===== config.mk =====
export PLATFORM = sky130hd
export DESIGN_NAME = mem_compare
export DESIGN_NICKNAME = d
export VERILOG_FILES = /design/src/rtl/mem_compare_pkg.sv /design/src/rtl/mem_range_reader.sv /design/src/rtl/mem_compare.sv
export SDC_FILE = /design/constraint.sdc
export NUM_CORES = 1
export LEC_CHECK = 0
export BUFFER_PORTS_ARGS = -buffer_cell sky130_fd_sc_hd__buf_2
export CAP_MARGIN = 25
export CORE_AREA = 5 5 212 214
export DETAILED_ROUTE_END_ITERATION = 10
export DIE_AREA = 0 0 217 219
export GPL_TIMING_DRIVEN = 0
export PLACE_DENSITY = 0.42
export SETUP_SLACK_MARGIN = 0.5
export SYNTH_ARGS = -nofsm -noshare
export SYNTH_HDL_FRONTEND = slang
export SYNTH_HIERARCHICAL = 1
export SYNTH_SLANG_ARGS = --single-unit

===== constraint.sdc =====
create_clock -name i_clk -period 2.4 [get_ports i_clk]
set_input_delay 0.24 -clock i_clk [delete_from_list [all_inputs] [get_ports i_clk]]
set_output_delay 0.24 -clock i_clk [all_outputs]
set_load 0.02 [all_outputs]

===== src/rtl/mem_compare_pkg.sv =====
// Shared definitions for the mem_compare / mem_range_reader slice: default sizes and FSM state encoding.
package mem_compare_pkg;

  localparam int MC_WIDTH_DEFAULT     = 256;
  localparam int MC_MAX_DEPTH_DEFAULT = 320;

  typedef enum logic [1:0] {
    MC_IDLE  = 2'd0,
    MC_READ  = 2'd1,
    MC_DRAIN = 2'd2,
    MC_DONE  = 2'd3
  } mc_state_t;

endpackage


===== src/rtl/mem_range_reader.sv =====
// Walks an inclusive address range one word per cycle and tracks the 1-cycle sync SRAM read latency.
// Shared with mem_copy; the owning FSM decides when to load and when to run.
module mem_range_reader #(
  parameter int AW = 9
) (
  input  logic          clk,
  input  logic          rst_n,
  input  logic          load,
  input  logic          run,
  input  logic [AW-1:0] start_addr,
  input  logic [AW-1:0] end_addr,
  output logic [AW-1:0] addr,
  output logic          en,
  output logic          rd_valid,
  output logic          last,
  output logic          empty
);

  logic [AW-1:0] end_q;

  // The counter parks on end_q instead of wrapping, so last stays stable once reached.
  always_ff @(posedge clk or negedge rst_n) begin
    if (!rst_n) begin
      addr     <= '0;
      end_q    <= '0;
      rd_valid <= 1'b0;
    end else begin
      rd_valid <= run;
      if (load) begin
        addr  <= start_addr;
        end_q <= end_addr;
      end else if (run && !last) begin
        addr <= addr + AW'(1);
      end
    end
  end

  assign en    = run;
  assign last  = (addr == end_q);
  assign empty = (end_addr < start_addr);

endmodule


===== src/rtl/mem_compare.sv =====
// Constant-time equality check of two SRAM regions; run time depends only on the address range.
// Optional observation ports (mismatch count, first mismatch address) under `MEM_COMPARE_DEBUG_EN.
module mem_compare
  import mem_compare_pkg::*;
#(
  parameter int WIDTH         = MC_WIDTH_DEFAULT,
  parameter int MAX_MEM_DEPTH = MC_MAX_DEPTH_DEFAULT,
  localparam int AW           = $clog2(MAX_MEM_DEPTH)
) (
  input  logic             i_clk,
  input  logic             i_rst_n,
  input  logic             i_start,
  input  logic [AW-1:0]    i_start_addr,
  input  logic [AW-1:0]    i_end_addr,
  output logic [AW-1:0]    o_mem_a_addr,
  output logic             o_mem_a_en,
  input  logic [WIDTH-1:0] i_mem_a,
  output logic [AW-1:0]    o_mem_b_addr,
  output logic             o_mem_b_en,
  input  logic [WIDTH-1:0] i_mem_b,
  output logic             o_equal,
  output logic             o_done
`ifdef MEM_COMPARE_DEBUG_EN
  ,
  output logic [AW:0]      o_mismatch_cnt,
  output logic [AW-1:0]    o_first_mismatch_addr
`endif
);

  mc_state_t     state, state_next;
  logic          load, run;
  logic [AW-1:0] rd_addr;
  logic          rd_en, rd_valid, rd_last, range_empty;
  logic          word_diff;
  logic          diff;
  logic          result_valid;

  mem_range_reader #(
    .AW(AW)
  ) u_reader (
    .clk       (i_clk),
    .rst_n     (i_rst_n),
    .load      (load),
    .run       (run),
    .start_addr(i_start_addr),
    .end_addr  (i_end_addr),
    .addr      (rd_addr),
    .en        (rd_en),
    .rd_valid  (rd_valid),
    .last      (rd_last),
    .empty     (range_empty)
  );

  always_ff @(posedge i_clk or negedge i_rst_n) begin
    if (!i_rst_n) state <= MC_IDLE;
    else          state <= state_next;
  end

  // An empty range skips READ so no read enable is ever raised, but still drains for timing.
  always_comb begin
    state_next = state;
    load       = 1'b0;
    run        = 1'b0;
    unique case (state)
      MC_IDLE: begin
        if (i_start) begin
          load       = 1'b1;
          state_next = range_empty ? MC_DRAIN : MC_READ;
        end
      end
      MC_READ: begin
        run = 1'b1;
        if (rd_last) state_next = MC_DRAIN;
      end
      MC_DRAIN: state_next = MC_DONE;
      MC_DONE:  state_next = MC_IDLE;
      default:  state_next = MC_IDLE;
    endcase
  end

  assign word_diff = |(i_mem_a ^ i_mem_b);

  // Every compared word is folded in unconditionally; no branch depends on the data.
  always_ff @(posedge i_clk or negedge i_rst_n) begin
    if (!i_rst_n) begin
      diff         <= 1'b0;
      result_valid <= 1'b0;
    end else if (load) begin
      diff         <= 1'b0;
      result_valid <= 1'b0;
    end else begin
      if (rd_valid)          diff         <= diff | word_diff;
      if (state == MC_DRAIN) result_valid <= 1'b1;
    end
  end

  assign o_mem_a_addr = rd_addr;
  assign o_mem_b_addr = rd_addr;
  assign o_mem_a_en   = rd_en;
  assign o_mem_b_en   = rd_en;
  assign o_done       = (state == MC_DONE);
  assign o_equal      = result_valid & ~diff;

`ifdef MEM_COMPARE_DEBUG_EN
  logic [AW-1:0] cmp_addr;
  logic [AW:0]   mismatch_cnt;
  logic [AW-1:0] first_mismatch;

  // cmp_addr lags the issued address by one cycle so it lines up with the returning data.
  always_ff @(posedge i_clk or negedge i_rst_n) begin
    if (!i_rst_n) begin
      cmp_addr       <= '0;
      mismatch_cnt   <= '0;
      first_mismatch <= '0;
    end else begin
      if (rd_en) cmp_addr <= rd_addr;
      if (load) begin
        mismatch_cnt   <= '0;
        first_mismatch <= '0;
      end else if (rd_valid && word_diff) begin
        mismatch_cnt <= mismatch_cnt + (AW+1)'(1);
        if (mismatch_cnt == '0) first_mismatch <= cmp_addr;
      end
    end
  end

  assign o_mismatch_cnt        = mismatch_cnt;
  assign o_first_mismatch_addr = first_mismatch;
`else
  // Observation ports are absent in this build; the compare path is identical.
`endif

endmodule


==> flow_summary.json, run 1 <==
{
  "status": "complete, no violations",
  "synthFlopType": "dfrtp_1",
  "dp.final_hpwl_mm": 30.5,
  "rows": 76,
  "min_path_type": "in2reg",
  "tns_ns": 0,
  "gp_congestion": 0.900,
  "synth-compound-area-share": 0.0304,
  "period_needed_ns": 1.79,
  "synthTopCellsByCount": "272 x xnor2_1, 68 x nand4_1, 23 x dfrtp_1, 16 x inv_1",
  "via_per_inst": 3.56,
  "cap_violations": 0,
  "fin_crit_sh": 0.747,
  "drt_iter0_drc": 186,
  "total_power_mw": 3.73,
  "finalWorstSetupSlack_ns": 0.608,
  "antenna_found_initial": 28,
  "clk_pin_slew_worst_paths_ns": 0.07,
  "pre_cts_slack_ns": -0.121,
  "clk_path_buf_depth": 2,
  "crit_slowest_cell": "dfrtp_1",
  "htreeDepth": 1,
  "worstPathRequired_ns": 2.54,
  "cp-start-kind": "flop",
  "core_area_mm2": 0.0427,
  "rsz0062_at_grt": "true",
  "num_vias": 5739,
  "async_flop_share": 1.00,
  "crit_path_end_kind": "flop",
  "yosys-top-cells-area": "xnor2_1 56%, dfrtp_1 13%, nand4_1 9.9%",
  "seq_area_frac_synth": 0.135,
  "yosys.area.top_type": "xnor2_1",
  "drc": 0,
  "setup_violations": 0,
  "synth_edf_count": 0,
  "synth_area_mm2": 0.00428,
  "avgSynthCellArea_um2": 8.68,
  "clock.fmax_mhz": 558,
  "dr.pass1.iters": 4,
  "yosysMostFrequentCell": "xnor2_1",
  "final_layout_size_suffix_gt1_frac": 0.583,
  "synth-simple-area-share": 0.166,
  "routedWlPerCell_um": 20.1,
  "ios": 555,
  "start_util": 0.100,
  "grt_use_total": 0.122,
  "grt_pass1_wl_mm": 42.2,
  "cts_sinks": 23,
  "chipWidth_um": 217,
  "yosysTopAreaCellShare": 0.557,
  "grt_overflow": 0,
  "slew_violations": 0,
  "root_buffer": "clkbuf_16",
  "fp.dieH_um": 219,
  "fin_skew_ns": 0.00426,
  "final_nets": 1602,
  "yosysWarnings": 6,
  "drt-total-wl_mm": 32.4,
  "cellLeakagePower_nw": 3.67,
  "die_area_mm2": 0.0475,
  "cts_buffers": 3,
  "io_buffers": 554,
  "synth_nets": 1040,
  "critPathMaxFanout": 7,
  "finalHoldViolations": 0,
  "tightest_slew_ns": 0.554,
  "grt_pass1_vias": 6106,
  "drtAntennaViolNets": 0,
  "max_stage_delay_ns": 0.48,
  "syn_inst": 493,
  "insertion_delay_ns": 0.26,
  "synthMuxAreaShare": 0.0331,
  "slew_headroom": 0.631,
  "ys_ff_latch": 23,
  "n_fill_cell": 4833,
  "synth_cell_types": 28,
  "synth_top_family_by_area": "XOR/XNOR gates",
  "ir_worst_vdd_uv": 475,
  "synthAdderAreaFrac": 0.0409,
  "path_cells": "xnor2_2 > nand4_2 > o31ai_4 > buf_4 > nor3_1 > xnor2_1 > o21ai_0",
  "ff_latch_area_um2": 576,
  "cts_tree": "yes",
  "power_density_mw_per_mm2": 456,
  "syn2layout_area_growth_pct": 91.4,
  "critPathKind": "reg2reg",
  "synth-xor-area-share": 0.559,
  "multiInputGateArea_mm2": 0.00380,
  "crit_arrival_ns": 1.93,
  "grt_max_degree": 24
}
## routing by layer
layer / GRT usage / vias to the layer above / share of wire
met1: 0.155 / 2580 / 0.40
met4: 0.0223 / 12 / 0.012
met2: 0.209 / 291 / 0.49
met5: 0 / - / 0.0024
met3: 0.0361 / 30 / 0.094
li1: - / 2826 / -
## worst max-delay path: cells and delay by family, from the launching register on
family,cells,cell delay (ns)
flip-flops,1,0.48
XOR/XNOR,2,0.40
AND/OR/NAND/NOR,2,0.25
AO/OA/AOI/OAI,2,0.34
buffers and inverters,1,0.20
## area by class of cell
type | instances | area share
clock inverter | 1 | 0.000611
buffer | 14 | 0.0125
tap | 546 | 0.0834
inverter | 16 | 0.00734
multi-input combinational | 440 | 0.464
sequential | 23 | 0.0703
clock buffer | 3 | 0.00917
antenna | 11 | 0.00336
timing repair buffer | 557 | 0.349
## stage by stage
step / cells / area, µm² / hold WS, ns / utilization
2_1_floorplan: 493 / 4280 / -0.0556 / -
3_3_place_gp: 1593 / 7730 / 0.263 / 0.181
3_5_place_dp: 1593 / 7730 / 0.271 / 0.181
4_1_cts: 1600 / 7990 / 0.216 / 0.187
5_1_grt: 1604 / 8170 / 0.232 / 0.191
6_report: 1611 / 8190 / 0.221 / 0.192
## state kept, by name, summed over array words and instances, names as in the netlist
| signal | count |
|---|---|
| diff | 1 |
| result_valid | 1 |
| u_reader/addr | 9 |
| u_reader/rd_valid | 1 |
| state | 2 |
| u_reader/end_q | 9 |
## cells by family (layout without fill, tap and decap cells)
logic type                 Yosys count  in the layout
AOI/OAI and AO/OA                   20             20
xor gates and xnor gates           273            273
adders and majority gates           14             14
buffers and inverters               30            591
DFF                                 23             23
muxes                               13             13
other                                0             11
and+or+nand+nor                    120            120
## report_power, final
group | switching [mW] | leakage, nW | internal (mW)
logic | 1.22 | 3.36 | 1.30
clock network | 0.145 | 0.0409 | 0.224
registers | 0.251 | 0.276 | 0.587
total | 1.62 | 3.67 | 2.11
## layout by cell type, fill, tap and decap left out, types with 2 or more instances in the layout
| cell type | count |
|---|---|
| diode_2 | 11 |
| nor3_1 | 4 |
| xnor2_1 | 258 |
| o21ai_0 | 4 |
| buf_4 | 14 |
| a21oi_1 | 3 |
| a21o_1 | 2 |
| xnor2_4 | 2 |
| o21ai_1 | 6 |
| mux2i_1 | 4 |
| ha_1 | 13 |
| mux2_2 | 9 |
| nor4_1 | 5 |
| nand2_1 | 15 |
| nor2_1 | 7 |
| buf_2 | 545 |
| nor4_2 | 9 |
| nand4_1 | 68 |
| nor4_4 | 4 |
| xnor2_2 | 12 |
| clkbuf_16 | 3 |
| nand3_1 | 4 |
| inv_1 | 16 |
| dfrtp_1 | 23 |
| buf_6 | 8 |
## final timing paths
kind,slack [ns],startpoint,depth (start not counted),endpoint
setup reg to reg,0.61,u_reader/addr[2],7,u_reader/addr[5]
hold / removal,0.22,i_start_addr[2],3,u_reader/addr[2]
setup / recovery,0.61,u_reader/addr[2],7,u_reader/addr[5]
min in group asynchronous,0.50,i_rst_n,2,u_reader/end_q[4]
max in group asynchronous,1.52,i_rst_n,2,u_reader/addr[8]
hold reg to reg,0.50,result_valid,2,result_valid
## what timing repair did
action | 4_1_cts | 5_1_grt
buffers inserted | 2 | 0
hold buffers | 1 | 0
setup endpoints to repair | 15 | 14
pin swaps | 14 | 17
gates resized for setup | 26 | 28
hold endpoints to repair | 23 | 0
Power figures use the tool's default switching activity.
==> run 2: changes to the inputs <==
--- a/config.mk
+++ b/config.mk
@@ -5,13 +5,14 @@
 export SDC_FILE = /design/constraint.sdc
 export NUM_CORES = 1
 export LEC_CHECK = 0
+export ABC_AREA = 1
 export BUFFER_PORTS_ARGS = -buffer_cell sky130_fd_sc_hd__buf_2
 export CAP_MARGIN = 25
-export CORE_AREA = 5 5 212 214
+export CORE_AREA = 5 5 213 215
 export DETAILED_ROUTE_END_ITERATION = 10
-export DIE_AREA = 0 0 217 219
+export DIE_AREA = 0 0 218 220
 export GPL_TIMING_DRIVEN = 0
-export PLACE_DENSITY = 0.42
+export PLACE_DENSITY = 0.48
 export SETUP_SLACK_MARGIN = 0.5
 export SYNTH_ARGS = -nofsm -noshare
 export SYNTH_HDL_FRONTEND = slang
==> constraint.sdc (replaced) <==
create_clock -name i_clk -period 1.5 [get_ports i_clk]
set_input_delay 0.15 -clock i_clk [delete_from_list [all_inputs] [get_ports i_clk]]
set_output_delay 0.15 -clock i_clk [all_outputs]
set_load 0.02 [all_outputs]
==> flow_summary.json, run 2 <==
{
  "start_util": 0.141,
  "synth-simple-area-share": 0.502,
  "worstHoldStart": "i_end_addr[7]",
  "final_cell_mix": "525 x buf_2, 468 x nand2_1, 271 x nor2_1",
  "p_switching_mw": 3.44,
  "cap_violations": 0,
  "ir_worst_vdd_uv": 773,
  "ios": 555,
  "cts_tree": "yes",
  "critPathMaxFanout": 11,
  "via_per_inst": 3.62,
  "drtAntennaViolNets": 0,
  "cp_common_cell": "inv_2",
  "clk_path_buf_depth": 2,
  "gp_congestion": 0.861,
  "yosys.area.top_type": "nand2_1",
  "reg2reg_slack_ns": 0.06,
  "yosys-top-cells-area": "nand2_1 30%, nor2_1 18%, inv_1 16%",
  "total_power_mw": 7.94,
  "finalWorstSetupSlack_ns": 0.0580,
  "synth-compound-area-share": 0.0254,
  "grt_pass1_wl_mm": 41.7,
  "r2r_start": "state[1]",
  "num_vias": 8927,
  "synth_cell_types": 27,
  "crit_path_end_kind": "flop",
  "cp-start-kind": "flop",
  "slew_violations": 0,
  "period_needed_ns": 1.44,
  "swShare": 0.433,
  "htreeDepth": 1,
  "cellLeakagePower_nw": 6.88,
  "tightest_slew_ns": 0.342,
  "finalHoldViolations": 0,
  "yosysWarnings": 6,
  "hold_path_end": "u_reader/end_q[7]",
  "setup_violations": 0,
  "synth-xor-area-share": 0.165,
  "slew_headroom": 0.772,
  "yosysMostFrequentCell": "nand2_1",
  "routedWlPerCell_um": 11.9,
  "rows": 77,
  "synthMuxAreaShare": 0,
  "pre_cts_slack_ns": -0.395,
  "fin_crit_sh": 0.961,
  "path_cells": "inv_2 > ha_4 > nand2_4 > inv_4 > inv_2 > clkbuf_16 > o21ai_1 > nand2_2 > nand2_1",
  "synthAdderAreaFrac": 0.0285,
  "worstPathRequired_ns": 1.70,
  "r2r-end": "u_reader/addr[4]",
  "antenna_found_initial": 10,
  "syn2layout_area_growth_pct": 75.0,
  "final_layout_size_suffix_gt1_frac": 0.376,
  "multiInputGateArea_mm2": 0.00477,
  "fp.dieH_um": 220,
  "grt_max_degree": 24,
  "dr.pass1.iters": 5,
  "die_area_mm2": 0.0480,
  "pwr-share-clk": 0.074,
  "final_nets": 2420,
  "io_buffers": 554,
  "ff_latch_area_um2": 587,
  "drc": 0,
  "dp.final_hpwl_mm": 26.6,
  "insertion_delay_ns": 0.26,
  "min_path_type": "in2reg",
  "crit_arrival_ns": 1.64,
  "synth_top_family_by_area": "simple AND/OR/NAND/NOR gates",
  "max_stage_delay_ns": 0.40,
  "synthTopCellsByCount": "493 x nand2_1, 289 x nor2_1, 270 x inv_1, 106 x xor2_1, 23 x dfrtp_1",
  "synth_edf_count": 0,
  "power_density_mw_per_mm2": 738,
  "rsz0062_at_grt": "true",
  "cts_sinks": 23,
  "holdPathStages": 3,
  "core_area_mm2": 0.0435,
  "combinationalPowerShare": 0.770,
  "rr_worst_depth": 9,
  "fin_skew_ns": 0.00494,
  "chipWidth_um": 218,
  "intPower_mw": 4.50,
  "synth_area_mm2": 0.00615,
  "ys_ff_latch": 23,
  "grt_pass1_vias": 8541,
  "drt-total-wl_mm": 29.4,
  "n_fill_cell": 5035,
  "drt_iter0_drc": 315,
  "clk_pin_slew_worst_paths_ns": 0.06,
  "status": "complete, no violations",
  "root_buffer": "clkbuf_16",
  "async_flop_share": 1.00,
  "cts_buffers": 3,
  "syn_inst": 1275,
  "grt_use_total": 0.108,
  "p_seq_frac": 0.156,
  "synthFlopType": "dfrtp_1",
  "critPathKind": "reg2reg",
  "crit_slowest_cell": "dfrtp_1",
  "seq_area_frac_synth": 0.0935,
  "reg_top3": "u_reader/addr (9), u_reader/end_q (9), state (2)",
  "final_common_cell": "buf_2",
  "yosysTopAreaCellShare": 0.301,
  "grt_overflow": 0,
  "clock.fmax_mhz": 693,
  "hold_slack_ns": 0.112,
  "avgSynthCellArea_um2": 4.83,
  "synth_nets": 1822
}
run 2: changes by cell type after synthesis, sizes merged, moves of 67 or more:
cell   before  now
nand4      69    2
nand2      15  496
xnor2     272    8
inv        16  271
nor2        7  293
xor2        1  106
run 2: layout make-up:
cell class	instances	share of cell area
Multi-Input combinational cell	965	0.443
Timing Repair Buffer	592	0.311
Inverter	271	0.0947
Tap cell	592	0.0688
Sequential cell	23	0.0545
Buffer	17	0.0196
Clock buffer	3	0.00697
Clock inverter	1	0.000465
Antenna cell	2	0.000465
run 2: power by group through the flow:
| stage | clock network (mW) | logic, mW | registers (mW) |
|---|---|---|---|
| global placement | 0 | 4.12 | 1.26 |
| global route | 0.643 | 6.74 | 1.27 |
| CTS | 0.613 | 5.17 | 1.21 |
| finish | 0.590 | 6.11 | 1.24 |
| detailed placement | 0 | 4.16 | 1.28 |
| floorplan | 0 | 2.50 | 1.30 |
run 2: critical path, delay by kind of cell (launching register included):
kind	cells	cell delay [ns]
AOI/OAI and AO/OA	1	0.17
DFF	1	0.40
and+or+nand+nor	3	0.17
buffers and inverters	4	0.47
adders and majority gates	1	0.16
run 2: how the worst max path moves through the flow:
stage                          start          endpoint  cells past startpoint
floorplan           u_reader/addr[5]          state[0]                     10
global placement        i_mem_b[130]              diff                     14
detailed placement      i_mem_b[130]              diff                     14
CTS                         state[0]        o_mem_b_en                      5
global route                state[1]  u_reader/addr[4]                      9
finish                      state[1]  u_reader/addr[4]                      9
run 2: metal layers:
metal / up-vias / global-route usage / part of all wire
met5: - / 0 / 0.00078
met4: 4 / 0.0117 / 0.012
met3: 40 / 0.0261 / 0.079
met2: 331 / 0.220 / 0.53
met1: 3738 / 0.115 / 0.38
li1: 4814 / - / -
run 2: cells by family after synthesis:
logic type / count (synthesis)
simple gates: 807
buf+inv: 288
xor+xnor: 114
compound gates: 29
flops: 23
fa+ha+maj: 14
run 2: through the flow:
stage	utilization	std cells	instance area, µm²	TNS, ns
2_1_floorplan	-	1275	6210	0
3_3_place_gp	0.223	2421	9730	-0.900
3_5_place_dp	0.223	2421	9730	-0.997
4_1_cts	0.235	2450	10200	0
5_1_grt	0.247	2464	10800	-0.0621
6_report	0.247	2466	10800	0
run 2: timing repair:
action / CTS / global route
endpoints found under the hold margin: 23 / 0
resized for setup: 62 / 109
buffers inserted: 24 / 11
endpoints found under the setup margin: 44 / 47
pin swaps: 8 / 45
hold buffers: 1 / 0
gates cloned: 0 / 3
==> run 3: changes to the inputs <==
--- a/config.mk
+++ b/config.mk
@@ -8,11 +8,11 @@
 export ABC_AREA = 1
 export BUFFER_PORTS_ARGS = -buffer_cell sky130_fd_sc_hd__buf_2
 export CAP_MARGIN = 25
-export CORE_AREA = 5 5 213 215
+export CORE_AREA = 5 5 214 216
 export DETAILED_ROUTE_END_ITERATION = 10
-export DIE_AREA = 0 0 218 220
+export DIE_AREA = 0 0 219 221
 export GPL_TIMING_DRIVEN = 0
-export PLACE_DENSITY = 0.48
+export PLACE_DENSITY = 0.47
 export SETUP_SLACK_MARGIN = 0.5
 export SYNTH_ARGS = -nofsm -noshare
 export SYNTH_HDL_FRONTEND = slang
==> constraint.sdc (replaced) <==
create_clock -name i_clk -period 1.36 [get_ports i_clk]
set_input_delay 0.136 -clock i_clk [delete_from_list [all_inputs] [get_ports i_clk]]
set_output_delay 0.136 -clock i_clk [all_outputs]
set_load 0.02 [all_outputs]
==> flow_summary.json, run 3 (synthesized netlist as in run 2, its figures left out) <==
{
  "fp.dieH_um": 221,
  "crit_path_end_kind": "output pin",
  "dp.final_hpwl_mm": 26.7,
  "setup_violations": 11,
  "p_switching_mw": 3.70,
  "rsz0062_at_grt": "true",
  "reg2reg_slack_ns": -0.05,
  "max_stage_delay_ns": 0.42,
  "clock.fmax_mhz": 699,
  "r2r-end": "u_reader/addr[4]",
  "slew_headroom": 0.628,
  "r2r_start": "u_reader/addr[4]",
  "crit_arrival_ns": 1.29,
  "chipWidth_um": 219,
  "pre_cts_slack_ns": -0.460,
  "grt_use_total": 0.111,
  "final_nets": 2420,
  "drc": 0,
  "reg_top3": "u_reader/addr (9), u_reader/end_q (9), state (2)",
  "clk_pin_slew_worst_paths_ns": 0.07,
  "placedInstanceArea_mm2": 0.00971,
  "min_path_type": "in2async",
  "htreeDepth": 1,
  "routedWlPerCell_um": 12.0,
  "via_per_inst": 3.61,
  "fin_skew_ns": 0.00890,
  "clk_path_buf_depth": 2,
  "cap_violations": 0,
  "design_area_mm2": 0.0107,
  "grt_overflow": 0,
  "ios": 555,
  "grt_use_met2": 0.220,
  "final_layout_size_suffix_gt1_frac": 0.380,
  "rr_worst_depth": 9,
  "cts_tree": "yes",
  "rows": 77,
  "worstPathRequired_ns": 1.22,
  "die_area_mm2": 0.0484,
  "cts_buffers": 3,
  "drtAntennaViolNets": 0,
  "cp-start-kind": "flop",
  "stdcell_count": 2464,
  "p_seq_frac": 0.156,
  "grt.busiest_layer": "met2",
  "critPathKind": "reg2out",
  "grt_pass1_wl_mm": 43.6,
  "hold_slack_ns": -0.142,
  "n_fill_cell": 5112,
  "placed_cells": 2421,
  "io_buffers": 554,
  "grt_pass1_vias": 8697,
  "final_cell_mix": "529 x buf_2, 468 x nand2_1, 266 x nor2_1",
  "insertion_delay_ns": 0.26,
  "period_needed_ns": 1.43,
  "num_antenna_cells": 0,
  "fin_crit_sh": 1.05,
  "fin_util": 0.245,
  "dr.pass1.iters": 4,
  "num_vias": 8884,
  "cellLeakagePower_nw": 6.86,
  "intPower_mw": 4.84,
  "finalHoldViolations": 23,
  "cts_sinks": 23,
  "root_buffer": "clkbuf_16",
  "finalWorstSetupSlack_ns": -0.0697,
  "swShare": 0.433,
  "tightest_slew_ns": 0.558,
  "start_util": 0.141,
  "grt_max_degree": 24,
  "drt_iter0_drc": 299,
  "path_cells": "buf_6 > ha_4 > buf_6 > buf_6 > buf_6",
  "crit_slowest_cell": "dfrtp_1",
  "ir_worst_vdd_uv": 780,
  "syn2layout_area_growth_pct": 73.8,
  "core_area_mm2": 0.0437,
  "critPathMaxFanout": 3,
  "status": "complete, but fails checks",
  "power_density_mw_per_mm2": 799,
  "drt-total-wl_mm": 29.5,
  "met3_usage": 0.0212,
  "antenna_found_initial": 1,
  "combinationalPowerShare": 0.768,
  "gp_congestion": 0.873,
  "violations": "hold timing, setup timing",
  "total_power_mw": 8.55,
  "use_met1": 0.125,
  "final_common_cell": "buf_2",
  "slew_violations": 0,
  "pwr-share-clk": 0.076,
  "cp_common_cell": "buf_6"
}
[run 3: cell types whose count changed in the layout (fill, tap and decap cells not counted), moves of 3 or more]
cell	previous run	this run
nor2_1	271	266
nor2_2	16	21
buf_2	525	529
ha_4	6	2
ha_2	0	3
nand2_4	7	4
[run 3: how the worst max path moves through the flow]
stage / from / end / slack, ns / depth (start not counted)
floorplan: u_reader/addr[5] / state[0] / -0.01 / 10
global placement: i_mem_b[213] / diff / -0.45 / 12
detailed placement: i_mem_b[213] / diff / -0.46 / 12
CTS: u_reader/addr[5] / state[0] / -0.09 / 10
global route: u_reader/addr[0] / state[0] / -0.16 / 11
finish: state[0] / o_mem_b_en / -0.07 / 5
[run 3: area by class of cell]
class	count	area, µm²	share of cell area
multi-input cells	964	4730	0.442
repair buffers	593	3310	0.310
inverters	271	1030	0.0963
well taps	592	741	0.0693
flip-flops and latches	23	587	0.0549
plain buffers	17	219	0.0205
clock buffers	3	75.1	0.00702
clock inverters	1	5.00	0.000468
[run 3: worst max-delay path, delay by kind of cell, from the launching register on]
family	cells	cell delay (ns)
buf+inv	4	0.47
flops	1	0.42
fa+ha+maj	1	0.15
[run 3: repair_timing]
item,4_1_cts,5_1_grt
pin swaps,40,37
hold endpoints to repair,23,23
gates resized for setup,128,52
buffers inserted,21,15
endpoints found under the setup margin,45,45
gates cloned,3,0
[run 3: per-layer routing]
| metal | vias up | part of all wire |
|---|---|---|
| li1 | 4807 | - |
| met1 | 3758 | 0.39 |
| met2 | 293 | 0.52 |
| met3 | 24 | 0.082 |
| met4 | 2 | 0.011 |
| met5 | - | 0.00044 |
[run 3: stage by stage]
stage	hold slack, ns	TNS, ns
final	-0.142	-0.365
after global routing	-0.0891	-1.63
after CTS	-0.118	-0.531
after detailed placement	0.162	-2.22
after global placement	0.158	-2.09
after floorplan	-0.160	-0.00988
[run 3: power groups by stage]
stage / clock [mW] / sequential, mW / combinational [mW]
floorplan: 0 / 1.43 / 2.72
global placement: 0 / 1.39 / 4.51
detailed placement: 0 / 1.41 / 4.58
CTS: 0.669 / 1.32 / 6.04
global route: 0.695 / 1.37 / 7.24
finish: 0.649 / 1.34 / 6.56
